`config.mk`:
```
export PLATFORM = sky130hd
export DESIGN_NAME = fetch_ctrl_flat
export DESIGN_NICKNAME = d
export VERILOG_FILES = /design/src/rtl/fetch_ctrl_pkg.sv /design/src/rtl/fetch_ctrl_if.sv /design/src/rtl/fetch_ret_stack.sv /design/src/rtl/fetch_ctrl.sv /design/src/flat_wrapper.sv
export SDC_FILE = /design/constraint.sdc
export NUM_CORES = 1
export LEC_CHECK = 0
export ABC_AREA = 1
export CAP_MARGIN = 25
export CELL_PAD_IN_SITES_DETAIL_PLACEMENT = 2
export CELL_PAD_IN_SITES_GLOBAL_PLACEMENT = 2
export CORE_MARGIN = 4
export CORE_UTILIZATION = 21
export DETAILED_ROUTE_END_ITERATION = 8
export PLACE_DENSITY = 0.78
export SYNTH_ARGS = -nofsm -noshare
export SYNTH_HDL_FRONTEND = slang
export SYNTH_SLANG_ARGS = --single-unit
```
`constraint.sdc`:
```
create_clock -name clk -period 1.3 [get_ports clk]
set_input_delay 0.195 -clock clk [delete_from_list [all_inputs] [get_ports clk]]
set_output_delay 0.195 -clock clk [all_outputs]
set_load 0.005 [all_outputs]
```
`src/rtl/fetch_ctrl_pkg.sv`:
```
// ============================================================================
// Module   : fetch_ctrl_pkg
// Purpose  : Shared widths, types and state encoding for the YASAC
//            instruction-fetch sequencer (fetch_ctrl and its return stack).
// Contents : ADDR_W / CODE_W widths, addr_t / code_t types, state_t FSM
//            encoding (1 bit), addr_inc() modulo-256 increment helper.
// Options  : none (FETCH_RSTACK_EN is consumed by fetch_ctrl).
// Revision : 1.0  initial release
// ============================================================================
`default_nettype none

package fetch_ctrl_pkg;

  localparam int ADDR_W = 8;
  localparam int CODE_W = 16;

  typedef logic [ADDR_W-1:0] addr_t;
  typedef logic [CODE_W-1:0] code_t;

  typedef enum logic [0:0] {
    ST_RUN    = 1'b0,
    ST_HALTED = 1'b1
  } state_t;

  // Fetch addresses wrap from 8'hFF to 8'h00.
  function automatic addr_t addr_inc(input addr_t a);
    return a + addr_t'(1);
  endfunction

endpackage

`default_nettype wire

```
`src/rtl/fetch_ctrl_if.sv`:
```
// ============================================================================
// Module   : fetch_ctrl_if
// Purpose  : Bundle of the code-memory, decode handshake and control signals
//            of the fetch sequencer.
// Modports : master - the fetch sequencer (drives address, ir, ir_valid, pc,
//                     halted, stk_err)
//            slave  - the surrounding system (code memory + decode/control)
// Signals  : address/data (code memory), ir/ir_valid/ir_ready/pc (decode),
//            branch/branch_addr/call/ret/halt/resume (control in),
//            halted/stk_err (status out)
// Revision : 1.0  initial release
// ============================================================================
`default_nettype none

interface fetch_ctrl_if;
  import fetch_ctrl_pkg::*;

  addr_t address;
  code_t data;
  code_t ir;
  logic  ir_valid;
  logic  ir_ready;
  addr_t pc;
  logic  branch;
  addr_t branch_addr;
  logic  call;
  logic  ret;
  logic  halt;
  logic  resume;
  logic  halted;
  logic  stk_err;

  modport master (
    output address, ir, ir_valid, pc, halted, stk_err,
    input  data, ir_ready, branch, branch_addr, call, ret, halt, resume
  );

  modport slave (
    input  address, ir, ir_valid, pc, halted, stk_err,
    output data, ir_ready, branch, branch_addr, call, ret, halt, resume
  );

endinterface

`default_nettype wire

```
`src/rtl/fetch_ret_stack.sv`:
```
// ============================================================================
// Module   : fetch_ret_stack
// Purpose  : Circular LIFO of return addresses. A push onto a full stack
//            overwrites the oldest entry; a pop from an empty stack is
//            ignored. Both events set the sticky err flag.
// Ports    : clk, rst_n (sync, active-low), push, pop, push_data,
//            top (most recent entry), empty, err (sticky)
// Params   : DEPTH - entries, power of 2 in 2..16
// Revision : 1.0  initial release
// ============================================================================
`default_nettype none

module fetch_ret_stack
  import fetch_ctrl_pkg::*;
#(
  parameter int DEPTH = 4
) (
  input  logic  clk,
  input  logic  rst_n,
  input  logic  push,
  input  logic  pop,
  input  addr_t push_data,
  output addr_t top,
  output logic  empty,
  output logic  err
);

  localparam int PTR_W = (DEPTH > 1) ? $clog2(DEPTH) : 1;
  localparam int CNT_W = PTR_W + 1;

  addr_t            mem [DEPTH];
  logic [PTR_W-1:0] wr_ptr;   // next slot to write; top sits just below
  logic [CNT_W-1:0] count;    // live entries, saturates at DEPTH
  logic             err_q;
  logic             full;

  assign full  = (count == CNT_W'(DEPTH));
  assign empty = (count == '0);
  assign top   = mem[wr_ptr - PTR_W'(1)];
  assign err   = err_q;

  // Storage needs no reset: count gates every read that matters.
  always_ff @(posedge clk) begin
    if (rst_n && push) begin
      mem[wr_ptr] <= push_data;
    end
  end

  always_ff @(posedge clk) begin
    if (!rst_n) begin
      wr_ptr <= '0;
      count  <= '0;
      err_q  <= 1'b0;
    end else if (push) begin
      // Pointer keeps wrapping, so a full push replaces the oldest entry.
      wr_ptr <= wr_ptr + PTR_W'(1);
      if (full) begin
        err_q <= 1'b1;
      end else begin
        count <= count + CNT_W'(1);
      end
    end else if (pop) begin
      if (empty) begin
        err_q <= 1'b1;
      end else begin
        wr_ptr <= wr_ptr - PTR_W'(1);
        count  <= count - CNT_W'(1);
      end
    end
  end

endmodule

`default_nettype wire

```
`src/rtl/fetch_ctrl.sv`:
```
// ============================================================================
// Module   : fetch_ctrl
// Purpose  : YASAC instruction-fetch sequencer. Owns the fetch PC (FPC),
//            drives the code memory address, latches the returned word into
//            IR with a valid/ready handshake towards decode, and handles
//            branch redirect, halt/resume and an optional call/return stack.
// Ports    : clk        - clock, rising edge
//            rst_n      - synchronous reset, active-low
//            bus        - fetch_ctrl_if.master (code memory, IR handshake,
//                         branch/call/ret/halt/resume, halted, stk_err)
// Params   : RESET_VECTOR - FPC value after reset
//            STACK_DEPTH  - return stack entries (only with FETCH_RSTACK_EN)
// Options  : `define FETCH_RSTACK_EN to build the hardware call/return stack;
//            without it call/ret are ignored and stk_err is tied low.
// Revision : 1.0  initial release
// ============================================================================
`default_nettype none

module fetch_ctrl
  import fetch_ctrl_pkg::*;
#(
  parameter addr_t RESET_VECTOR = 8'h00,
  parameter int    STACK_DEPTH  = 4
) (
  input  logic         clk,
  input  logic         rst_n,
  fetch_ctrl_if.master bus
);

  state_t state_q, state_d;
  addr_t  fpc_q,   fpc_d;
  addr_t  pc_q,    pc_d;
  code_t  ir_q,    ir_d;
  logic   valid_q, valid_d;

  logic   do_push;
  logic   do_pop;
  logic   ret_en;
  logic   call_en;
  logic   stk_empty;
  addr_t  stk_top;

`ifdef FETCH_RSTACK_EN
  assign ret_en  = bus.ret;
  assign call_en = bus.call;

  // Return address is the instruction after the one in IR (the call).
  fetch_ret_stack #(
    .DEPTH     (STACK_DEPTH)
  ) u_ret_stack (
    .clk       (clk),
    .rst_n     (rst_n),
    .push      (do_push),
    .pop       (do_pop),
    .push_data (addr_inc(pc_q)),
    .top       (stk_top),
    .empty     (stk_empty),
    .err       (bus.stk_err)
  );
`else
  assign ret_en      = 1'b0;
  assign call_en     = 1'b0;
  assign stk_top     = '0;
  assign stk_empty   = 1'b1;
  assign bus.stk_err = 1'b0;

  logic unused_stack_sigs;
  assign unused_stack_sigs = ^{bus.call, bus.ret, do_push, do_pop, STACK_DEPTH};
`endif

  always_ff @(posedge clk) begin
    if (!rst_n) begin
      state_q <= ST_RUN;
      fpc_q   <= RESET_VECTOR;
      pc_q    <= '0;
      ir_q    <= '0;
      valid_q <= 1'b0;
    end else begin
      state_q <= state_d;
      fpc_q   <= fpc_d;
      pc_q    <= pc_d;
      ir_q    <= ir_d;
      valid_q <= valid_d;
    end
  end

  // Priority inside RUN: halt > ret > branch(/call) > load.
  always_comb begin
    state_d = state_q;
    fpc_d   = fpc_q;
    pc_d    = pc_q;
    ir_d    = ir_q;
    valid_d = valid_q;
    do_push = 1'b0;
    do_pop  = 1'b0;

    case (state_q)
      ST_RUN: begin
        if (bus.halt) begin
          state_d = ST_HALTED;
          valid_d = 1'b0;
          if (bus.branch) begin
            fpc_d = bus.branch_addr;
          end
        end else if (ret_en) begin
          // Empty stack: FPC holds but the IR is still flushed.
          do_pop  = 1'b1;
          valid_d = 1'b0;
          if (!stk_empty) begin
            fpc_d = stk_top;
          end
        end else if (bus.branch) begin
          // Redirect flushes IR even if decode is consuming it now.
          fpc_d   = bus.branch_addr;
          valid_d = 1'b0;
          do_push = call_en;
        end else if (!valid_q || bus.ir_ready) begin
          ir_d    = bus.data;
          pc_d    = fpc_q;
          valid_d = 1'b1;
          fpc_d   = addr_inc(fpc_q);
        end
      end

      ST_HALTED: begin
        if (bus.branch) begin
          fpc_d = bus.branch_addr;
        end
        if (bus.resume && !bus.halt) begin
          state_d = ST_RUN;
        end
      end

      default: begin
        state_d = ST_RUN;
      end
    endcase
  end

  assign bus.address  = fpc_q;
  assign bus.ir       = ir_q;
  assign bus.ir_valid = valid_q;
  assign bus.pc       = pc_q;
  assign bus.halted   = (state_q == ST_HALTED);

endmodule

`default_nettype wire

```
`src/flat_wrapper.sv`:
```
// flat-port wrapper written by rule: the top's interface ports become plain ports
module fetch_ctrl_flat import fetch_ctrl_pkg::*;
#(
  parameter addr_t RESET_VECTOR = 8'h00,
  parameter int    STACK_DEPTH  = 4
)
  (clk, rst_n, bus_address, bus_ir, bus_ir_valid, bus_pc, bus_halted, bus_stk_err, bus_data, bus_ir_ready, bus_branch, bus_branch_addr, bus_call, bus_ret, bus_halt, bus_resume);
  fetch_ctrl_if bus_i ();
  input  logic clk;
  input  logic rst_n;
  output wire logic [$bits(bus_i.address)-1:0] bus_address;
  output wire logic [$bits(bus_i.ir)-1:0] bus_ir;
  output wire logic [$bits(bus_i.ir_valid)-1:0] bus_ir_valid;
  output wire logic [$bits(bus_i.pc)-1:0] bus_pc;
  output wire logic [$bits(bus_i.halted)-1:0] bus_halted;
  output wire logic [$bits(bus_i.stk_err)-1:0] bus_stk_err;
  input wire logic [$bits(bus_i.data)-1:0] bus_data;
  input wire logic [$bits(bus_i.ir_ready)-1:0] bus_ir_ready;
  input wire logic [$bits(bus_i.branch)-1:0] bus_branch;
  input wire logic [$bits(bus_i.branch_addr)-1:0] bus_branch_addr;
  input wire logic [$bits(bus_i.call)-1:0] bus_call;
  input wire logic [$bits(bus_i.ret)-1:0] bus_ret;
  input wire logic [$bits(bus_i.halt)-1:0] bus_halt;
  input wire logic [$bits(bus_i.resume)-1:0] bus_resume;
  assign bus_address = bus_i.address;
  assign bus_ir = bus_i.ir;
  assign bus_ir_valid = bus_i.ir_valid;
  assign bus_pc = bus_i.pc;
  assign bus_halted = bus_i.halted;
  assign bus_stk_err = bus_i.stk_err;
  assign bus_i.data = bus_data;
  assign bus_i.ir_ready = bus_ir_ready;
  assign bus_i.branch = bus_branch;
  assign bus_i.branch_addr = bus_branch_addr;
  assign bus_i.call = bus_call;
  assign bus_i.ret = bus_ret;
  assign bus_i.halt = bus_halt;
  assign bus_i.resume = bus_resume;
  fetch_ctrl #(.RESET_VECTOR(RESET_VECTOR), .STACK_DEPTH(STACK_DEPTH)) u_core (.clk(clk), .rst_n(rst_n), .bus(bus_i));
endmodule
```
==> out/qor.txt, run 1 <==
Outcome - finished clean
Die X - 94.0 um
CP most frequent cell - buf_4
Starting Density - 21.5%
Sink Count - 34
Mapped Nets - 252
Cells after Synth - 219
Reg area - 716 um^2
DRT iter0 DRCs - 49
Post-Route WL - 6.86 mm
Final worst slack - 0.0519 ns
Most common cell after layout, fill and taps aside - nand2_1
Die area - 8840 um^2
RSZ-0062 raised after global routing - true
Clock transition at path regs - 0.08 ns
Routed WL per cell - 16.7 um
Layout cells sized above 1 - 28.1%
Post-DRT Antenna Nets - 0
Pleak - 1.18 nW
Yosys cell types - 26
Placed cell areas - 2460 um^2
Critical path data arrival time - 1.47 ns
Startpoint class of the critical path - flip-flop
Clk buf depth - 2
Multiplexer share of the synthesized area - 0%
ANT cells - 0
Final Cell Area - 2730 um^2
Synth Area in Adders - 0.805%
Syn_area_per_cell - 7.10 um^2
Drt via density - 4.58
Compound-Gate Fraction of Synth Area - 15.9%
I/O Buffers - 63
Fin crit share - 96.0%
Number of global-route vias before repair - 2,097
# hold bufs at CTS - 0
Largest family of logic cells by synthesized area - simple AND/OR/NAND/NOR gates
Layout Utilization - 37.8%
Final worst path period need - 1.25 ns
Maximum VDD drop - 305 uV
Pins Over Slew Limit - 0
CTS tree - yes
Gpl congestion - 0.765
Critical path cell sequence - buf_4 -> buf_4 -> or2_2 -> o21ai_2 -> nand2_1 -> a21oi_2
Yosys Warn Count - 0
Post-Syn Area - 1550 um^2
Critical Path Sink Type - flip-flop
Routed vias - 1,886
Largest net degree at the start of global routing - 25
Slowest stage cell, crit path - dfxtp_2
RR Startpoint - u_core.bus.address[4]$_SDFFE_PN0P_
HP Class - in2reg
IO Count - 67
Net total in the final layout - 345
Top cells by area, synth - dfxtp_1 44%, nand2_1 13%, a21oi_1 12%, nand3_1 10%, nor2_1 3.6%
Worst slack at placement - -0.353 ns
Initial antenna violation count - 0
Post-DP HPWL - 4.78 mm
Max-Cap Viols - 0
Grt ovf - 0
Hold wc startpoint - bus_halt
Kind of critical path - reg2reg
Drc violations - 0
Layout area overhead - 75.5%
Worst-path maximum fanout - 3
Crit path max-delay family - simple AND/OR/NAND/NOR gates
Fill count - 841
Fmax - 0.801 GHz
Most frequent cells in the layout - 49 x nand2_1, 35 x dlygate4sd2_1, 32 x a21oi_1, 31 x nand3_1, 28 x buf_4
H-Tree Depth - 2
Chip Height - 94.0 um
Final setup vio count - 0
CP startpoint - u_core.bus.address[4]$_SDFFE_PN0P_
First-pass GRT wire length - 10.5 mm
Sequential share of the synthesized area - 43.8%
Later-pin clock latency in the skew report - 0.29 ns
Simple-gate portion of the synthesized area - 31.8%
All-Layer GR Usage - 15.1%
PwrDens - 930 nW/um^2
Xor and xnor area share after synthesis - 0%
Post-Route Skew - 0.00421 ns
Yosys top cell by area - dfxtp_1
CP bufs+invs - 2
Post-synthesis register bit count - 34
DR pass1 iterations - 4
Site row count - 31
Core area - 7210 um^2
Fin. Hold Viols - 0
Root Buffer - clkbuf_8
WP data required - 1.52 ns
Max incr delay on CP - 0.32 ns
Clock buffer count from CTS - 5
Post-synth top area share - 43.8%
Footprint of the multi-input gates - 868 um^2
-- stage by stage --
| step | TNS, ns | instances | hold WS [ns] | total power [W] |
|---|---|---|---|---|
| finish | 0 | 412 | 0.435 | 0.00254 |
| global route | -0.146 | 412 | 0.449 | 0.00267 |
| CTS | 0 | 410 | 0.454 | 0.00252 |
| detailed placement | -9.93 | 397 | 0.459 | 0.00167 |
| global placement | -8.37 | 397 | 0.448 | 0.00165 |
| floorplan | 0 | 219 | 0.298 | 0.00134 |
-- tightest hold or removal path, stage by stage --
cell and delay [ns]:
dlymetal6s2s_1 0.20, nor2_4 0.15, buf_4 0.11, a211oi_1 0.03
-- logic make-up after synthesis --
| logic type | Yosys count |
|---|---|
| AND/OR/NAND/NOR | 110 |
| buffers and inverters | 25 |
| AO/OA/AOI/OAI | 48 |
| adder cells (fa/ha/maj) | 1 |
| other | 1 |
| flip-flops | 34 |
-- cell usage after synthesis, drive strengths merged --
master  count
a211oi      1
a21oi      36
buf         8
clkbuf      3
conb        1
dfxtp      34
ha          1
inv        14
nand2      54
nand3      33
nand4       2
nor2       18
o211ai      1
o21ai       9
o22ai       1
or2         3
-- flip-flops by register name (all words and copies together), names as in the netlist --
register	flops
u_core.bus.ir_valid	1
u_core.bus.halted	1
u_core.bus.pc	8
u_core.bus.address	8
u_core.bus.ir	16
-- what timing repair did --
| item | in CTS | in global routing |
|---|---|---|
| gates cloned | 0 | 2 |
| setup endpoints to repair | 52 | 31 |
| buffers inserted | 5 | 0 |
| pin swaps | 0 | 4 |
| resized for setup | 61 | 35 |
| endpoints found under the hold margin | 0 | 0 |
-- worst paths after layout --
path,to,slack (ns),depth (start not counted)
max reg2reg,u_core.bus.address[4]$_SDFFE_PN0P_,0.05,6
min reg2reg,u_core.bus.ir[14]$_SDFFE_PN0P_,0.46,2
min,u_core.bus.halted$_SDFF_PN0_,0.44,4
max,u_core.bus.address[4]$_SDFFE_PN0P_,0.05,6
-- routing by layer --
layer  vias to the layer above  global-route usage, %  wire length, um
li1                        912                      -                -
met1                       933                   16.8             2810
met2                        36                   29.5             3780
met3                         5                   2.16              218
met4                         0                   4.09               55
met5                         -                      0                0
-- power by group --
group          switching (W)  total [W]  leakage, nW  internal [W]
logic               0.000270   0.000553        0.844      0.000282
clock network       0.000428   0.000854       0.0472      0.000426
registers          0.0000363    0.00113        0.287       0.00109
-- cell type report --
type	count	area share (%)
tap	99	4.54
multi-input combinational	161	31.8
clock inverter	2	0.459
inverter	14	2.39
sequential	34	26.2
timing repair buffer	95	31.3
clock buffer	6	3.03
timing repair inverter	1	0.229
(Power assumes the default switching activity.)
==> run 2: changes to the inputs <==
Settings changed: SLEW_MARGIN set to 20.
Clock period 1.3 ns to 1.2 ns, I/O delays scaled along.
==> run 2 against run 1 <==
Net effect: the run now ends with setup timing left; combinational power grew 55%; clock power up 26%; critical path depth rose by 2; hold slack better by 0.024 ns; clock skew up 0.0022 ns; final cell count grew 4.9%; register-to-register slack got worse by 0.30 ns; total power grew 26%; critical path type unchanged; largest power group unchanged; highest routed layer unchanged.
==> out/qor.txt, run 2 (synthesis results as in run 1) <==
Gpl congestion - 0.782 (+2.2%)
Layout area overhead - 117%
Crit path max-delay family - flip-flops
WP data required - 1.37 ns (-0.15 ns)
HP Class - reg2reg
Layout cells sized above 1 - 52.6% (+24 points)
RR Startpoint - u_core.bus.halted$_SDFF_PN0_
RR Endpoint - u_core.bus.address[1]$_SDFFE_PN0P_
DR pass1 iterations - 4 (unchanged)
Startpoint class of the critical path - flip-flop
Worst R2R Path Depth - 8 (+2)
Post-DP HPWL - 4.83 mm (+0.86%)
R2R Setup Slk - -0.24 ns (-0.30 ns)
DRT iter0 DRCs - 44 (-10%)
Post-Route WL - 9.70 mm (+41%)
Die X - 94.0 um (unchanged)
Drt via density - 4.77 (+4.3%)
Critical path data arrival time - 1.62 ns (+0.15 ns)
Non-filler cells, final - 432 (+4.9%)
Fin crit share - 120% (+24 points)
Critical Path Sink Type - flip-flop
Pleak - 1.37 nW (+17%)
Layout Utilization - 46.7% (+8.9 points)
Grt ovf - 0 (unchanged)
Final worst slack - -0.244 ns (-0.296 ns)
Later-pin clock latency in the skew report - 0.30 ns (about the same)
Clock transition at path regs - 0.07 ns (about the same)
Post-DRT Antenna Nets - 0 (unchanged)
Drc violations - 0 (unchanged)
H-Tree Depth - 2 (unchanged)
ANT cells - 0 (unchanged)
Routed vias - 2,062 (+9.3%)
Site row count - 31 (unchanged)
Max incr delay on CP - 0.38 ns (+0.06 ns)
Max reg flops - 16 (unchanged)
Pins Over Slew Limit - 0 (unchanged)
Post-route setup TNS - -1.25 ns (-1.25 ns)
CP bufs+invs - 4 (+2)
Number of global-route vias before repair - 2,127 (+1.4%)
CP startpoint - u_core.bus.halted$_SDFF_PN0_
Initial antenna violation count - 0 (unchanged)
Fill count - 777 (-7.6%)
Fmax - 0.693 GHz (-14%)
All-Layer GR Usage - 17.6% (+2.5 points)
Die area - 8840 um^2 (unchanged)
Clock buffer count from CTS - 5 (unchanged)
Kind of critical path - reg2reg
Most frequent cells in the layout - 33 x buf_4, 31 x dlygate4sd2_1, 27 x clkdlybuf4s50_1, 26 x a21oi_2, 21 x nand2_1
Final setup vio count - 26 (+26)
Final Power - 0.00319 W (+26%)
Failing checks - setup timing
Max-Cap Viols - 0 (unchanged)
Post-Route Skew - 0.00645 ns (+0.00224 ns)
Outcome - finished with violations
Chip Height - 94.0 um (unchanged)
Net total in the final layout - 365 (+5.8%)
IO Count - 67 (unchanged)
Worst-path maximum fanout - 7 (+4)
CP Capture Point - u_core.bus.address[1]$_SDFFE_PN0P_
PwrDens - 946 nW/um^2 (+1.6%)
Hold wc startpoint - u_core.bus.ir[13]$_SDFFE_PN0P_
Fin. Hold Viols - 0 (unchanged)
CTS tree - yes
Core area - 7210 um^2 (unchanged)
Largest net degree at the start of global routing - 20 (-20%)
Maximum VDD drop - 435 uV (+43%)
Total stage count of the critical path - 8 (+2)
Most common cell after layout, fill and taps aside - buf_4
First-pass GRT wire length - 11.9 mm (+13%)
Starting Density - 21.5% (unchanged)
Critical path cell sequence - buf_6 -> inv_8 -> nand2_8 -> clkinv_8 -> buf_4 -> nand2_2 -> o21ai_2 -> a21oi_1
Inst Count DP - 398 (+0.25%)
Root Buffer - clkbuf_8
Final worst path period need - 1.44 ns (+0.196 ns)
Routed WL per cell - 22.5 um (+35%)
# hold bufs at CTS - 0 (unchanged)
Slowest stage cell, crit path - dfxtp_4
Clk buf depth - 2 (unchanged)
RSZ-0062 raised after global routing - true
I/O Buffers - 63 (unchanged)
Sink Count - 34 (unchanged)
## run 2: through the flow
step	hold WS, ns	instance area [um^2]	setup WS [ns]
2_1_floorplan	0.283	1560	0.0213
3_3_place_gp	0.448	2470	-0.385
3_5_place_dp	0.458	2470	-0.411
4_1_cts	0.452	2810	-0.00898
5_1_grt	0.452	3370	-0.264
6_report	0.459	3370	-0.244
## run 2: power breakdown
part / total [W] / internal, W / switching [W]
Clock: 0.00108 / 0.000622 / 0.000455
Sequential: 0.00125 / 0.00119 / 0.0000677
Combinational: 0.000857 / 0.000430 / 0.000426
## run 2: per-layer routing
| metal | vias up | track usage, % | wire length, um |
|---|---|---|---|
| li1 | 963 | - | - |
| met1 | 1030 | 21.1 | 3950 |
| met2 | 54 | 32.5 | 5320 |
| met3 | 15 | 2.64 | 249 |
| met4 | 0 | 4.33 | 182 |
| met5 | - | 0 | 0 |
## run 2: how the worst min path moves through the flow
stage | to | slack (ns) | depth (start not counted)
after floorplan | u_core.bus.halted$_SDFF_PN0_ | 0.28 | 1
after global placement | u_core.bus.ir[4]$_SDFFE_PN0P_ | 0.45 | 2
after detailed placement | u_core.bus.pc[2]$_SDFFE_PN0P_ | 0.46 | 2
after CTS | u_core.bus.halted$_SDFF_PN0_ | 0.45 | 2
after global routing | u_core.bus.halted$_SDFF_PN0_ | 0.45 | 2
final | u_core.bus.ir[13]$_SDFFE_PN0P_ | 0.46 | 2
## run 2: final cells by class
class	count	area, um^2	share of cell area [%]
Multi-Input combinational cell	163	1230	36.5
Timing Repair Buffer	113	1100	32.6
Sequential cell	34	714	21.2
Tap cell	99	124	3.67
Inverter	14	90.1	2.67
Clock buffer	7	76.3	2.26
Clock inverter	1	30.0	0.891
Timing Repair inverter	1	8.76	0.260
## run 2: what timing repair did
action                                 CTS  global route
endpoints found under the hold margin    0             0
setup buffers                           10            12
gates cloned                             2             3
pin swaps                                9            23
setup endpoints to repair               65            35
resized for setup                       89           119
## run 2: tightest hold or removal path, cell delays in order (launching register included)
cell and delay [ns]:
dfxtp_2 0.33, nand2_2 0.06, a21oi_2 0.04
==> run 3: changes to the inputs <==
Settings changed: CAP_MARGIN 25 to 20.
==> results of run 3 <==
The final DEF is identical to that of run 2; final timing and power are the same.
